==> src/rtl/multicycle_control.sv <==
// multicycle_control
//   Multi-cycle sequencer for the 16-bit RISC core. Each instruction is walked
//   through FETCH / DECODE / execute / writeback states. Memory accesses use a
//   req/ready handshake with an optional per-access timeout. Also provides
//   sticky halt/fault status and a retired-instruction counter.
//
// Ports
//   clk          rising-edge clock
//   rst_n        synchronous active-low reset
//   opcode       IR opcode field (low 4 bits decoded), valid from DECODE on
//   zero         ALU zero flag, used in BRANCH
//   mem_ready    memory completes the current access this cycle
//   mem_req      memory request
//   mem_we       memory write enable
//   iord         address select (0 = PC, 1 = ALU result)
//   ir_write     IR load
//   pc_write     PC load
//   pc_src       00 = PC+2, 01 = branch target, 10 = jump target
//   reg_w        register file write
//   reg_dst      write-register select (1 = rd, 0 = rt)
//   mem_to_reg   writeback data select (1 = memory)
//   alu_src      ALU B select (1 = immediate)
//   alu_op       00 = add, 01 = sub, 10 = function from opcode
//   halted       sticky halt status
//   fault        sticky fault status (illegal opcode or memory timeout)
//   state        current state encoding
//   instr_count  retired instructions, wraps modulo 2^CNT_W
//
// state   | meaning
// --------+--------------------------------------------------
// IDLE    | after reset, all outputs low
// FETCH   | read instruction at PC, load IR and PC+2 on ready
// DECODE  | dispatch on opcode
// ADDR    | compute load/store address (base + imm)
// MEM_RD  | load data read, address from ALU
// LW_WB   | write loaded data to rt
// MEM_WR  | store data write, address from ALU
// EXEC_R  | R-type ALU operation
// R_WB    | write ALU result to rd
// BRANCH  | compare, load branch target if condition holds
// JUMP    | load jump target
// HALT    | stopped until reset
// FAULT   | stopped until reset (illegal opcode / timeout)

module multicycle_control #(
  parameter int OPCODE_W = 4,
  parameter int CNT_W    = 16,
  parameter int TIMEOUT  = 255
) (
  input  logic                clk,
  input  logic                rst_n,
  input  logic [OPCODE_W-1:0] opcode,
  input  logic                zero,
  input  logic                mem_ready,
  output logic                mem_req,
  output logic                mem_we,
  output logic                iord,
  output logic                ir_write,
  output logic                pc_write,
  output logic [1:0]          pc_src,
  output logic                reg_w,
  output logic                reg_dst,
  output logic                mem_to_reg,
  output logic                alu_src,
  output logic [1:0]          alu_op,
  output logic                halted,
  output logic                fault,
  output logic [3:0]          state,
  output logic [CNT_W-1:0]    instr_count
);

  typedef enum logic [3:0] {
    S_IDLE   = 4'h0,
    S_FETCH  = 4'h1,
    S_DECODE = 4'h2,
    S_ADDR   = 4'h3,
    S_MEM_RD = 4'h4,
    S_LW_WB  = 4'h5,
    S_MEM_WR = 4'h6,
    S_EXEC_R = 4'h7,
    S_R_WB   = 4'h8,
    S_BRANCH = 4'h9,
    S_JUMP   = 4'hA,
    S_HALT   = 4'hB,
    S_FAULT  = 4'hC
  } state_t;

  localparam logic [3:0] OP_LW   = 4'h0;
  localparam logic [3:0] OP_SW   = 4'h1;
  localparam logic [3:0] OP_BEQ  = 4'hB;
  localparam logic [3:0] OP_BNE  = 4'hC;
  localparam logic [3:0] OP_J    = 4'hD;
  localparam logic [3:0] OP_HALT = 4'hF;

  localparam int WAIT_W = (TIMEOUT < 2) ? 1 : $clog2(TIMEOUT + 1);

  // Moore outputs, registered from the next state so they line up with the
  // state register without a decode stage after it.
  typedef struct packed {
    logic       mem_req;
    logic       mem_we;
    logic       iord;
    logic [1:0] pc_src;
    logic       reg_w;
    logic       reg_dst;
    logic       mem_to_reg;
    logic       alu_src;
    logic [1:0] alu_op;
    logic       halted;
    logic       fault;
  } moore_t;

  function automatic moore_t moore_of(input state_t s);
    moore_t m;
    m = '0;
    case (s)
      S_FETCH:  m.mem_req = 1'b1;
      S_ADDR: begin
        m.alu_src = 1'b1;
        m.alu_op  = 2'b00;
      end
      S_MEM_RD: begin
        m.mem_req = 1'b1;
        m.iord    = 1'b1;
      end
      S_LW_WB: begin
        m.reg_w      = 1'b1;
        m.mem_to_reg = 1'b1;
      end
      S_MEM_WR: begin
        m.mem_req = 1'b1;
        m.mem_we  = 1'b1;
        m.iord    = 1'b1;
      end
      S_EXEC_R: m.alu_op = 2'b10;
      S_R_WB: begin
        m.reg_w   = 1'b1;
        m.reg_dst = 1'b1;
      end
      S_BRANCH: begin
        m.alu_op = 2'b01;
        m.pc_src = 2'b01;
      end
      S_JUMP:   m.pc_src = 2'b10;
      S_HALT:   m.halted = 1'b1;
      S_FAULT:  m.fault  = 1'b1;
      default:  m = '0;
    endcase
    return m;
  endfunction

  state_t              state_q;
  state_t              nxt;
  moore_t              out_q;
  logic [WAIT_W-1:0]   wait_cnt;
  logic [3:0]          op;
  logic                is_rtype;
  logic                mem_state;
  logic                waiting;
  logic                timeout_hit;
  logic                retire;
  logic                branch_taken;

  assign op           = opcode[3:0];
  assign is_rtype     = (op >= 4'h2) && (op <= 4'h9);
  assign mem_state    = (state_q == S_FETCH) || (state_q == S_MEM_RD) ||
                        (state_q == S_MEM_WR);
  assign waiting      = mem_state && !mem_ready;
  // The limit is checked against the count before this cycle's increment, so
  // the access faults on the edge ending its TIMEOUT-th wait cycle.
  assign timeout_hit  = (TIMEOUT != 0) && (wait_cnt == WAIT_W'(TIMEOUT - 1));
  assign branch_taken = ((op == OP_BEQ) && zero) || ((op == OP_BNE) && !zero);

  assign retire = (state_q == S_LW_WB) || (state_q == S_R_WB) ||
                  (state_q == S_BRANCH) || (state_q == S_JUMP) ||
                  ((state_q == S_MEM_WR) && mem_ready);

  always_comb begin
    nxt = state_q;
    case (state_q)
      S_IDLE:   nxt = S_FETCH;
      S_FETCH: begin
        if (mem_ready)        nxt = S_DECODE;
        else if (timeout_hit) nxt = S_FAULT;
      end
      S_DECODE: begin
        if ((op == OP_LW) || (op == OP_SW)) nxt = S_ADDR;
        else if (is_rtype)                  nxt = S_EXEC_R;
        else if ((op == OP_BEQ) || (op == OP_BNE)) nxt = S_BRANCH;
        else if (op == OP_J)                nxt = S_JUMP;
        else if (op == OP_HALT)             nxt = S_HALT;
        else                                nxt = S_FAULT;
      end
      S_ADDR:   nxt = (op == OP_LW) ? S_MEM_RD : S_MEM_WR;
      S_MEM_RD: begin
        if (mem_ready)        nxt = S_LW_WB;
        else if (timeout_hit) nxt = S_FAULT;
      end
      S_LW_WB:  nxt = S_FETCH;
      S_MEM_WR: begin
        if (mem_ready)        nxt = S_FETCH;
        else if (timeout_hit) nxt = S_FAULT;
      end
      S_EXEC_R: nxt = S_R_WB;
      S_R_WB:   nxt = S_FETCH;
      S_BRANCH: nxt = S_FETCH;
      S_JUMP:   nxt = S_FETCH;
      S_HALT:   nxt = S_HALT;
      S_FAULT:  nxt = S_FAULT;
      default:  nxt = S_IDLE;
    endcase
  end

  always_ff @(posedge clk) begin
    if (!rst_n) begin
      state_q     <= S_IDLE;
      out_q       <= '0;
      wait_cnt    <= '0;
      instr_count <= '0;
    end else begin
      state_q  <= nxt;
      out_q    <= moore_of(nxt);
      // Counter is zero whenever an access starts because it clears on every
      // non-waiting cycle, including the one that leads into the access.
      wait_cnt <= waiting ? wait_cnt + 1'b1 : '0;
      if (retire) instr_count <= instr_count + 1'b1;
    end
  end

  assign mem_req    = out_q.mem_req;
  assign mem_we     = out_q.mem_we;
  assign iord       = out_q.iord;
  assign pc_src     = out_q.pc_src;
  assign reg_w      = out_q.reg_w;
  assign reg_dst    = out_q.reg_dst;
  assign mem_to_reg = out_q.mem_to_reg;
  assign alu_src    = out_q.alu_src;
  assign alu_op     = out_q.alu_op;
  assign halted     = out_q.halted;
  assign fault      = out_q.fault;
  assign state      = state_q;

  // Only these two strobes look at inputs directly.
  assign ir_write = (state_q == S_FETCH) && mem_ready;
  assign pc_write = ((state_q == S_FETCH) && mem_ready) ||
                    (state_q == S_JUMP) ||
                    ((state_q == S_BRANCH) && branch_taken);

endmodule

==> config.mk <==
export PLATFORM = sky130hd
export DESIGN_NAME = multicycle_control
export DESIGN_NICKNAME = d
export VERILOG_FILES = /design/src/rtl/multicycle_control.sv
export SDC_FILE = /design/constraint.sdc
export NUM_CORES = 1
export LEC_CHECK = 0
export BUFFER_PORTS_ARGS = -buffer_cell sky130_fd_sc_hd__buf_2
export CELL_PAD_IN_SITES_DETAIL_PLACEMENT = 1
export CELL_PAD_IN_SITES_GLOBAL_PLACEMENT = 1
export CORE_MARGIN = 1.5
export CORE_UTILIZATION = 44
export DETAILED_ROUTE_END_ITERATION = 12
export PLACE_DENSITY_LB_ADDON = 0.25
export SYNTH_ARGS = -nofsm -noshare
export SYNTH_HDL_FRONTEND = slang
export SYNTH_SLANG_ARGS = --single-unit
==> constraint.sdc <==
create_clock -name clk -period 5.1 [get_ports clk]
set_input_delay 1.02 -clock clk [delete_from_list [all_inputs] [get_ports clk]]
set_output_delay 1.02 -clock clk [all_outputs]
set_load 0.01 [all_outputs]
==> summary.md <==
The longest clock path from root to sink contains 2 buffers. At the later pin of the worst-skew pair, clock insertion delay measures 290 ps. Layer with the highest usage: met2. The number of placed instances, taps included is 304, and the power density over cell area is 280 mW/mm2.

The worst setup skew after layout was 10.8 ps. The mean routed wirelength per cell was 15.1 um. Pin placement for this block handled 43 I/O pins.

For the number of cells in the finished layout apart from fillers, the log shows 312. Number of clock sinks: 40. The antenna diode instance count came out at 0. The maximum fanout count along the critical path was 7; the detailed placer's ending HPWL was 3.47 mm. In this run the standard cell core region covers 0.00441 mm2.

Predominant post-synthesis flop cell: sky130_fd_sc_hd__dfxtp_1. In this run the remaining antenna-violating nets after routing total 0. The post-synthesis cell type with the largest combined area is sky130_fd_sc_hd__dfxtp_1. The max-slew violation total from the final report is 0, and the actual transition at the worst max-transition pin is 633 ps.

The first TritonRoute pass finished after 4 iterations. For the count of cells resized by post-cts repair, the log shows 0. The count of synthesis-stage warnings from yosys was 0; the worst supply voltage drop on vdd was 252 uV.

The portion of synthesized cell area occupied by the leading cell type is 39.2%, and the DRC violation count after routing is 0. The hold-fix buffer count after cts was 0. From bottom edge to top edge, the die measures 71.1 um. The class of the tightest hold or removal check is reg2reg. The total routed wirelength was 4.72 mm; the net count reported at finish was 270. The pin count of the biggest net entering global routing is 19. The run gives 0 as the hold violation total from the final report. For this run, the total global-route usage over all layers was measured as 19.8%.

The met1 usage in global routing came out at 27.4%. Setup violations remaining at the end of the flow were counted as 0. TritonCTS built the clock tree. Routability-driven placement finished with a final weighted congestion of 0.755.

Setup repair after global routing left no endpoint under its margin. The share of async-settable or async-resettable flops after synthesis came out at 0%. The library cell used most frequently in the layout, excluding fill and tap cells, is sky130_fd_sc_hd__buf_2.

For the total CTS buffers, the log shows 5. The logs give 0.00506 mm2 for the die outline area and 1702 for the count of vias placed by the detailed router. Dividing the final minimum period by the clock period gives 58.0%. Post-route core utilization: 53.1%.

The total nets after synthesis was 230; the number of I/O port buffers was 42. The critical path arrival was 1940 ps. Launching element type of the critical path: a primary input. Row generation in the floorplan step produced 24 rows. The post-synthesis cell area was 0.00204 mm2; the first-pass GRT wire length was 7.94 mm. For this configuration, the core starts out at a cell density of 46.2%.

CTS placed an instance of sky130_fd_sc_hd__clkbuf_8 at the clock tree root. In the layout the commonest cells are 42 x sky130_fd_sc_hd__buf_2, 40 x sky130_fd_sc_hd__dfxtp_1, 32 x sky130_fd_sc_hd__nor2_1, 19 x sky130_fd_sc_hd__xor2_1, 8 x sky130_fd_sc_hd__nand2_1. Ranked by total cell area, the synthesized netlist is headed by sky130_fd_sc_hd__dfxtp_1 39%, sky130_fd_sc_hd__xor2_1 8.2%, sky130_fd_sc_hd__nor2_1 5.9%. The number of maximum-capacitance violations was 0; the number of buffers inserted to repair setup after CTS was 0. The die is 71.1 um wide. In the post-route analysis, the smallest setup slack over all paths is 2140 ps. The detailed router finished its first iteration with 64 violations. The tools report the final setup TNS as 0 ps. Counting flops per register, the top entry is instr_count. After synthesis, flip-flops and latches occupy 39.2% of the total area. The run gives 2 as the level count of the clock H-tree. The flow ran to the end, and the final reports show no timing, DRC or antenna violations. Fraction of layout instances using a drive strength above 1: 26.2%. The number of distinct library cell variants in the gate-level netlist after synthesis was 57. The register with the most flip-flops in the layout has 16 of them. In the synthesized netlist, the number of instances is 219. The critical path in this run is classified as in2out. The post-layout minimum cycle time is 2960 ps. The number of flops mapped to enable cells by yosys was 0. The logs give 5.27% for the met3 global-route usage and 57.8% for the remaining max-slew budget at the tightest pin. The worst slack at placement is 2130 ps, and the required time of the worst setup path is 4080 ps. The kind of capture point of the worst setup path was a primary output.

The analysis attributes to cell leakage a power of 0.00101 uW. For this run the aggregate overflow at the end of global routing stands at 0. Derived from the worst setup path, the maximum achievable clock frequency is 0.338 GHz. The run gives 0 as the initial antenna violation count. Counting flops and latches in the post-synthesis netlist gives 40. The clock transition at the registers of the reported paths was 80 ps; the routing usage on met2 was 29.9%. Via count of the first global-routing pass: 1661. The post-synthesis to final-layout area growth was 15.0%. The synthesized area per cell is 9.32 um2, and the mean number of vias per cell is 5.46.
==> power breakdown <==
| group | internal (uW) | switching (uW) | leakage (uW) |
|---|---|---|---|
| clock | 108 | 105 | 0.0000510 |
| sequential | 322 | 18.1 | 0.000324 |
| combinational | 43.4 | 59.8 | 0.000634 |
==> cell usage after synthesis, types with 3 or more instances <==
master	n
sky130_fd_sc_hd__nand4b_1	3
sky130_fd_sc_hd__buf_4	3
sky130_fd_sc_hd__xor2_1	19
sky130_fd_sc_hd__nand2b_1	3
sky130_fd_sc_hd__o211ai_1	4
sky130_fd_sc_hd__a21oi_1	4
sky130_fd_sc_hd__nor2_1	32
sky130_fd_sc_hd__a21oi_2	3
sky130_fd_sc_hd__nand3_1	5
sky130_fd_sc_hd__a211o_1	3
sky130_fd_sc_hd__and3_1	7
sky130_fd_sc_hd__o2111ai_1	5
sky130_fd_sc_hd__xnor2_1	3
sky130_fd_sc_hd__nor4_1	5
sky130_fd_sc_hd__dfxtp_1	40
sky130_fd_sc_hd__ha_1	3
sky130_fd_sc_hd__nor2b_1	3
sky130_fd_sc_hd__nand2_1	8
sky130_fd_sc_hd__and2_1	3
sky130_fd_sc_hd__o21ai_1	5
sky130_fd_sc_hd__inv_1	6
sky130_fd_sc_hd__a31oi_1	3
sky130_fd_sc_hd__nand4_1	4
==> layout make-up <==
cell class,instances,area [um2]
fillers,533,2070
multi-input cells,163,1150
flip-flops and latches,40,801
repair buffers,42,210
clock buffers,6,82.6
well taps,52,65.1
inverters,7,26.3
clock inverters,2,10.0
==> layer usage <==
metal	up-vias	routed length (um)
met1	793	2360
met3	9	178
li1	867	-
met2	33	2100
met5	-	0
met4	0	83
==> path summary, 6_finish.rpt <==
kind | slack [ps] | endpoint | cells past startpoint | startpoint
setup / recovery | 2140 | pc_write | 6 | opcode[0]
hold / removal | 470 | instr_count[15] | 2 | instr_count[15]
setup reg to reg | 2900 | pc_src[0] | 5 | state[0]
hold reg to reg | 470 | instr_count[15] | 2 | instr_count[15]
==> through the flow <==
step                hold WS (ps)  instance area, um2  power, uW
floorplan                    453                2040        419
detailed placement           463                2250        450
global route                 500                2350        688
CTS                          474                2350        664
finish                       473                2350        657
global placement             461                2250        447
==> kinds of logic after synthesis <==
family / count (synthesis) / synth area share [%]
AOI/OAI and AO/OA: 46 / 18.9
xor gates and xnor gates: 22 / 9.44
DFF: 40 / 39.2
adders and majority gates: 3 / 1.84
and+or+nand+nor: 91 / 25.7
buffers and inverters: 16 / 4.35
muxes: 1 / 0.491
==> worst max-delay path, stage by stage <==
cell and delay [ps]:
sky130_fd_sc_hd__buf_2 140, sky130_fd_sc_hd__nor4b_1 300, sky130_fd_sc_hd__a31o_2 150, sky130_fd_sc_hd__a31oi_1 80, sky130_fd_sc_hd__o21bai_1 110, sky130_fd_sc_hd__buf_2 140
(Power assumes the default switching activity.)
